## src/rtl/types_pkg.sv

```systemverilog
// Shared types and constants for the fetch path and the boot-time loader.
package types_pkg;

    localparam int DATA_BUS = 32;

    typedef logic [7:0] BYTE;

    // Byte address of the first instruction; the PC resets to this value too.
    localparam logic [DATA_BUS-1:0] IMEM_BASE = 32'h0000_0000;

    typedef enum logic [2:0] {
        HDR   = 3'd0,
        CHECK = 3'd1,
        LOAD  = 3'd2,
        WRITE = 3'd3,
        DONE  = 3'd4,
        ERROR = 3'd5
    } loader_state_t;

endpackage

```

## src/rtl/imem_loader_if.sv

```systemverilog
// Byte stream in, instruction-memory write port out.
//
// Handshake: a byte moves on a rising edge where in_valid && in_ready are
// both high; in_valid may drop at any time and in_data is only looked at on
// a transfer edge. mem_we is a one-cycle strobe with no back-pressure, and
// mem_addr/mem_wdata keep their last values while mem_we is low.
interface imem_loader_if;
    import types_pkg::*;

    BYTE                 in_data;
    logic                in_valid;
    logic                in_ready;
    logic                mem_we;
    logic [DATA_BUS-1:0] mem_addr;
    logic [DATA_BUS-1:0] mem_wdata;

    // Host side: drives bytes, observes the memory port.
    modport master (
        output in_data, in_valid,
        input  in_ready, mem_we, mem_addr, mem_wdata
    );

    // Loader side.
    modport slave (
        input  in_data, in_valid,
        output in_ready, mem_we, mem_addr, mem_wdata
    );

endinterface

```

## src/rtl/imem_loader_byte_assembler.sv

```systemverilog
// Packs accepted bytes into a little-endian word; the first byte ends up in
// bits 7:0. word_done flags the accept of the 4th byte, so the full word is
// on `word` from the following cycle on.
module byte_assembler
    import types_pkg::*;
(
    input  logic                clk,
    input  logic                rst,
    input  logic                clear,
    input  BYTE                 byte_in,
    input  logic                byte_valid,
    output logic [DATA_BUS-1:0] word,
    output logic                word_done
);

    logic [1:0] count;

    // Shift each accepted byte in from the top; the counter wraps 3->0.
    always_ff @(posedge clk) begin
        if (rst || clear) begin
            count <= 2'd0;
            word  <= '0;
        end else if (byte_valid) begin
            word  <= {byte_in, word[DATA_BUS-1:8]};
            count <= count + 2'd1;
        end
    end

    assign word_done = byte_valid && (count == 2'd3);

endmodule

```

## src/rtl/imem_loader.sv

```systemverilog
// Boot-time instruction-memory writer: reads a word count and that many
// little-endian words from a byte stream, writes them from BASE_ADDR upward,
// and keeps the CPU in reset until the whole image is in memory.
module imem_loader
    import types_pkg::*;
#(
    parameter int                  DEPTH_WORDS = 1024,
    parameter logic [DATA_BUS-1:0] BASE_ADDR   = IMEM_BASE
) (
    input  logic          clk,
    input  logic          rst,
    imem_loader_if.slave  bus,
    output logic          cpu_hold,
    output logic          done,
    output logic          error,
    output loader_state_t dbg_state
);

    loader_state_t       cur_state;
    loader_state_t       next_state;
    logic [DATA_BUS-1:0] word_count;
    logic [DATA_BUS-1:0] word_index;
    logic [DATA_BUS-1:0] write_addr;
    logic [DATA_BUS-1:0] addr_hold;
    logic [DATA_BUS-1:0] wdata_hold;
    logic [DATA_BUS-1:0] asm_word;
    logic                asm_done;
    logic                accept;

    assign bus.in_ready = (cur_state == HDR) || (cur_state == LOAD);
    assign accept       = bus.in_valid && bus.in_ready;

    // The same assembler collects the header and every data word; it is
    // cleared in CHECK so data words start from an empty register.
    byte_assembler u_asm (
        .clk        (clk),
        .rst        (rst),
        .clear      (cur_state == CHECK),
        .byte_in    (bus.in_data),
        .byte_valid (accept),
        .word       (asm_word),
        .word_done  (asm_done)
    );

    assign write_addr = BASE_ADDR + {word_index[DATA_BUS-3:0], 2'b00};

    // State register.
    always_ff @(posedge clk) begin
        if (rst) cur_state <= HDR;
        else     cur_state <= next_state;
    end

    // Next-state logic; header size is judged straight off the assembler.
    always_comb begin
        next_state = cur_state;
        case (cur_state)
            HDR:   if (asm_done) next_state = CHECK;
            CHECK: begin
                if (asm_word == '0)                              next_state = DONE;
                else if (asm_word > DATA_BUS'(DEPTH_WORDS))      next_state = ERROR;
                else                                             next_state = LOAD;
            end
            LOAD:  if (asm_done) next_state = WRITE;
            WRITE: begin
                if (word_index + 32'd1 == word_count) next_state = DONE;
                else                                  next_state = LOAD;
            end
            DONE:    next_state = DONE;
            ERROR:   next_state = ERROR;
            default: next_state = HDR;
        endcase
    end

    // Count register, word index and the held copies of the write port.
    always_ff @(posedge clk) begin
        if (rst) begin
            word_count <= '0;
            word_index <= '0;
            addr_hold  <= BASE_ADDR;
            wdata_hold <= '0;
        end else begin
            if (cur_state == CHECK) word_count <= asm_word;
            if (cur_state == WRITE) begin
                word_index <= word_index + 32'd1;
                addr_hold  <= write_addr;
                wdata_hold <= asm_word;
            end
        end
    end

    assign bus.mem_we    = (cur_state == WRITE);
    assign bus.mem_addr  = (cur_state == WRITE) ? write_addr : addr_hold;
    assign bus.mem_wdata = (cur_state == WRITE) ? asm_word   : wdata_hold;

    assign cpu_hold  = (cur_state != DONE);
    assign done      = (cur_state == DONE);
    assign error     = (cur_state == ERROR);
    assign dbg_state = cur_state;

endmodule
```

## src/flat_wrapper.sv

```systemverilog
// flat-port wrapper written by rule: the top's interface ports become plain ports
module imem_loader_flat import types_pkg::*;
#(
    parameter int                  DEPTH_WORDS = 1024,
    parameter logic [DATA_BUS-1:0] BASE_ADDR   = IMEM_BASE
)
  (clk, rst, cpu_hold, done, error, dbg_state, bus_in_data, bus_in_valid, bus_in_ready, bus_mem_we, bus_mem_addr, bus_mem_wdata);
  imem_loader_if bus_i ();
  input  logic clk;
  input  logic rst;
  output logic cpu_hold;
  output logic done;
  output logic error;
  output loader_state_t dbg_state;
  input wire logic [$bits(bus_i.in_data)-1:0] bus_in_data;
  input wire logic [$bits(bus_i.in_valid)-1:0] bus_in_valid;
  output wire logic [$bits(bus_i.in_ready)-1:0] bus_in_ready;
  output wire logic [$bits(bus_i.mem_we)-1:0] bus_mem_we;
  output wire logic [$bits(bus_i.mem_addr)-1:0] bus_mem_addr;
  output wire logic [$bits(bus_i.mem_wdata)-1:0] bus_mem_wdata;
  assign bus_i.in_data = bus_in_data;
  assign bus_i.in_valid = bus_in_valid;
  assign bus_in_ready = bus_i.in_ready;
  assign bus_mem_we = bus_i.mem_we;
  assign bus_mem_addr = bus_i.mem_addr;
  assign bus_mem_wdata = bus_i.mem_wdata;
  imem_loader #(.DEPTH_WORDS(DEPTH_WORDS), .BASE_ADDR(BASE_ADDR)) u_core (.clk(clk), .rst(rst), .bus(bus_i), .cpu_hold(cpu_hold), .done(done), .error(error), .dbg_state(dbg_state));
endmodule
```

## config.mk

```make
export PLATFORM = sky130hd
export DESIGN_NAME = imem_loader_flat
export DESIGN_NICKNAME = d
export VERILOG_FILES = /design/src/rtl/types_pkg.sv /design/src/rtl/imem_loader_if.sv /design/src/rtl/imem_loader_byte_assembler.sv /design/src/rtl/imem_loader.sv /design/src/flat_wrapper.sv
export SDC_FILE = /design/constraint.sdc
export NUM_CORES = 1
export LEC_CHECK = 0
export ABC_AREA = 0
export CAP_MARGIN = 5
export CORE_MARGIN = 5
export CORE_UTILIZATION = 52
export CTS_CLUSTER_SIZE = 40
export DETAILED_ROUTE_END_ITERATION = 6
export PLACE_DENSITY_LB_ADDON = 0.05
export SLEW_MARGIN = 5
export SYNTH_ARGS = -nofsm -noshare
export SYNTH_HDL_FRONTEND = slang
export SYNTH_SLANG_ARGS = --single-unit
```

## constraint.sdc

```tcl
create_clock -name clk -period 6.77 [get_ports clk]
set_input_delay 0.677 -clock clk [delete_from_list [all_inputs] [get_ports clk]]
set_output_delay 0.677 -clock clk [all_outputs]
set_load 0.02 [all_outputs]
```

Word-level counts from Yosys, hierarchy flattened
Index checks and enable logic that the tools add are counted.
{"block": "classes", "mux": 8, "n_reduce_logical": 7, "order_cmp": 1, "addsub": 2, "eq_ne": 10}
{"cell": "$mux W32", "count": 2}
{"cell": "$add A32 B1 Y32 const B", "count": 1}
{"cell": "$eq A32 B32 Y1", "count": 1}
{"cell": "$gt A32 B11 Y1 const B", "count": 1}
{"cell": "$logic_not A32 Y1", "count": 1}
{"cell": "$pmux W3 S6", "count": 1}
{"cell": "$mux W3", "count": 5}
{"cell": "$eq A3 B2 Y1 const B", "count": 2}
{"cell": "$eq A3 B3 Y1 const B", "count": 2}
{"cell": "$ne A2 B1 Y1 const B", "count": 2}
{"cell": "$eq A3 B1 Y1 const B", "count": 1}
{"cell": "$logic_not A3 Y1", "count": 1}
{"cell": "$ne A3 B3 Y1 const B", "count": 1}
{"cell": "$add A2 B1 Y2 const B", "count": 1}
{"cell": "$eq A2 B2 Y1 const B", "count": 1}
{"cell": "$logic_and A1 B1 Y1", "count": 2}
{"cell": "$logic_or A1 B1 Y1", "count": 2}
{"cell": "$reduce_and A2 Y1", "count": 1}
{"block": "word_totals", "ff_bits": 165, "output_inout_bits": 72, "wordCells": 35, "inputBits": 11}

Logic depth before layout (Yosys ltp)
{"block": "logic_depth", "word_depth": 6, "depth_mapped": 9, "ltp_nobuf": 8}

Cells and area by module
A second synthesis with hierarchy kept.
{"block": "unflattened", "hier_cells": 946, "area_unflattened_um2": 7627.3}
{"module": "imem_loader", "cells_per_inst": 833, "seq_area_each_um2": 2622.5, "area_each_um2": 6351.1, "instances": 1}
{"module": "byte_assembler", "cells_per_inst": 113, "seq_area_each_um2": 680.7, "area_each_um2": 1276.2, "instances": 1}

Worst setup path before layout
OpenSTA, ideal clock, no wires.
{"block": "synth_path", "path_type": "register to output", "start": "register u_core.cur_state[0], in the netlist u_core.dbg_state[0]", "end": "output bus_mem_addr[23]", "t_arrival_ns": 1.963, "t_required_ns": 6.093, "stages_incl_launch_ff": 9, "slack_ns": 4.130, "cell_sequence": "dfxtp_1 > nand2_1 > or2_2 > clkbuf_1 > clkinv_1 > clkbuf_1 > clkbuf_1 > nand2_1 > nand2_1"}
{"block": "synth_between", "elab_chain_len": 2}
{"item": "start, declared", "line": "imem_loader.sv:19", "rtl": "loader_state_t cur_state;"}
{"item": "start signal, assigned", "line": "imem_loader.sv:50", "rtl": "else cur_state <= next_state;"}
{"item": "$eq A3 B2 Y1", "line": "imem_loader.sv:92", "rtl": "assign bus.mem_addr = (cur_state == WRITE) ? write_addr : addr_hold;"}
{"item": "$mux W32"}
{"item": "end, declared", "line": "flat_wrapper.sv:19", "rtl": "output wire logic [$bits(bus_i.mem_addr)-1:0] bus_mem_addr;"}
No other way between the ends.

Worst setup path in the final report
{"block": "layout_path", "start": "register u_core.cur_state[0], in the netlist u_core.dbg_state[0]", "end": "output bus_mem_addr[10]"}
Same word-level chain as after synthesis.

==> impl_metrics.toml <==
[place]
portBuffers = 82
placement.cell_area_mm2 = 0.00833
detailed_place_hpwl_um = 12700
gp_routability_congestion = 0.936

[worst_setup_path]
critical_path_peak_fanout = 38
critical_path.startpoint_type = "register"
cp_cell_sequence = "nand2_1 -> or2_2 -> inv_2 -> buf_4 -> nand2_1 -> nand2_1 -> clkdlybuf4s50_1"
delay_heaviest_family_cp = "buffers and inverters"
max_stage_delay_ps = 590
worst-endpoint-required_ps = 6090
critical_path.n_buffers_inverters = 3
cp-end-kind = "output port"
arrival_ps = 3020
timing.setup.critical_path_class = "register to output port"
cp_slowest_cell = "clkdlybuf4s50_1"
cp_common_cell = "nand2_1"

[sta]
final_setup_vio_count = 0
tns_ps = 0
timing.final.crit_period_ps = 3700
finalCritPeriodShare_pct = 54.6
timing.clock.skew_ps = 6.56
max_slew_margin_pct = 23.3
worst_hold_slack_ps = 461
tightestPinTransition_ps = 1150
final-hold-violation-count = 0
max_freq_mhz = 270
rsz_0062_raised_after_global_routing = "no"
final_max_slew_viol_count = 0

[floorplan]
die-area_mm2 = 0.0170
num_rows = 44
chipWidth_um = 130
chipHeight_um = 130
io_pins = 83
core_mm2 = 0.0144
floorplan.initialDensity_pct = 52.3

[routing]
wirelength_um = 18700
vias = 6691
routed_via_density = 5.40
remaining_drc_errors = 1
wl_per_cell_um = 15.1
initialDrtViolationCount = 452
drt_pass1_iterations = 7
detail-route-antenna-nets = 0

[global_routing]
pin_count_of_the_biggest_net_entering_global_routing = 80
groute.usage.overall_pct = 22.9
first_global_vias = 6052
grt_first_pass_wirelength_um = 30900
global_route.overflow_total = 0
antenna_violations_before_repair = 0

[cells_and_area]
drive_gt1_share_pct = 4.65
diodes = 0
nNetsFinal = 1054
postLayoutCellArea_mm2 = 0.00898
finish.utilization_pct = 62.5
area.growth.synth_to_final_pct = 19.5

[pwr]
power_mw = 2.11
p_leak_nw = 3.34
max-vdd-ir-drop_mv = 0.185
power.density_cell_area_mw_per_mm2 = 235

[logic_synthesis]
synth_top_area_cell = "dfxtp_1"
netlist_instances = 1006
synth.yosys.warnings = 0
synth.avg_cell_area_um2 = 7.47
synth_seq_area_share_pct = 44.0
ys_dominant_reg_cell = "dfxtp_1"
synth-edff-count = 0
post-synth-top-area-fraction_pct = 44.0
mappedNetlistArea_mm2 = 0.00751
synth.ff_latch_count = 165
synthDistinctLibCells = 51
mappedNetlistNets = 1019
async_flop_share_pct = 0
synth_area_leaders = "dfxtp_1, nand2_1, a21oi_1, xnor2_1, clkbuf_1"

[clock_tree]
h_tree_levels = 4
postCtsSetupBuffers = 0
insertion_delay_ps = 430
cts-buffers-inserted = 17
hold_buffers = 0
cts_repair_resize_count = 0
worst_setup_hold_path_clk_slew_ps = 60
cts_root_buffer = "clkbuf_16"
tritoncts_clock_tree = "yes"
clkSinkCount = 165
max-clock-path-buffers = 2

[status]
violations = "DRC"
outcome = "finished, violations left"

[run]
maxCapViolations = 0

[hold_path]
hold_path.class = "register to register"
==> routing by layer <==
metal | track usage (%) | vias up | routed length [um]
met4 | 9.05 | 0 | 459
li1 | - | 3449 | -
met2 | 35.0 | 188 | 8380
met3 | 4.09 | 37 | 872
met5 | 0 | - | 0
met1 | 32.1 | 3017 | 8990
==> cell type report <==
class                   count  area, um^2
inverters                   9        33.8
clock inverters            12         200
well taps                 184         230
clock buffers              20         457
flip-flops and latches    165        3300
repair buffers             88         863
fillers                  1359        5390
multi-input cells         760        3890
==> cells in the final DEF (no fill, tap or decap), types with 3 or more instances in the layout <==
cell type / count
a211oi_1: 5
a21boi_0: 3
a21oi_1: 143
a31oi_1: 4
and2_1: 5
and3_1: 5
and4_1: 7
buf_4: 7
bufinv_16: 5
clkbuf_16: 17
clkdlybuf4s50_1: 81
clkinvlp_4: 3
dfxtp_1: 165
inv_1: 8
mux2i_1: 3
nand2_1: 336
nand2b_1: 6
nand3_1: 19
nand4_1: 13
nor2_1: 45
nor2b_1: 9
nor3_1: 10
nor4_1: 17
o2111ai_1: 3
o21ai_0: 21
or3_1: 13
xnor2_1: 37
xor2_1: 23
==> power breakdown <==
part,internal [mW],switching (mW)
Combinational,0.0172,0.0369
Clock,0.674,0.389
Sequential,0.978,0.0110
Total,1.67,0.437
==> cell usage after synthesis (7+ instances only) <==
| library cell | number |
|---|---|
| nand2_1 | 336 |
| xor2_1 | 23 |
| a21oi_1 | 143 |
| or3_1 | 13 |
| o21ai_0 | 21 |
| and4_1 | 7 |
| dfxtp_1 | 165 |
| nor2b_1 | 10 |
| nor2_1 | 45 |
| clkbuf_1 | 58 |
| xnor2_1 | 37 |
| nor3_1 | 10 |
| inv_1 | 8 |
| nand3_1 | 19 |
| nor4_1 | 17 |
| buf_2 | 11 |
| nand4_1 | 13 |
==> final timing paths <==
check                                           from                    to  slack, ps  depth (start not counted)
worst max-delay path             u_core.dbg_state[0]      bus_mem_addr[10]       3070                          7
worst min-delay path            u_core.addr_hold[30]  u_core.addr_hold[30]        460                          2
worst max register to register  u_core.word_index[0]   u_core.dbg_state[1]       3660                          8
worst min register to register  u_core.addr_hold[30]  u_core.addr_hold[30]        460                          2
==> tightest hold or removal path: stages, from the launching register on <==
cell and delay, ps:
dfxtp_1 300, nand2_1 60, a21oi_1 60
==> state kept, by name, indices dropped and copies added (netlist names) <==
name                count
u_core.word_count      32
u_core.addr_hold       32
u_core.dbg_state        3
u_core.word_index      32
u_core.wdata_hold      32
u_core.u_asm.count      2
u_core.u_asm.word      32
==> per-stage QoR <==
step,cells,worst slack (ps)
finish,1238,3070
global route,1238,2810
CTS,1238,3030
detailed placement,1206,3500
global placement,1206,3570
floorplan,1006,4130
==> cell families after synthesis <==
group	Yosys count	synth area share, %
xor+xnor	60	6.99
simple gates	498	29.6
mux	3	0.400
compound gates	197	14.5
fa+ha+maj	2	0.333
buf+inv	81	4.25
flops	165	44.0
Power figures use the tool's default switching activity.
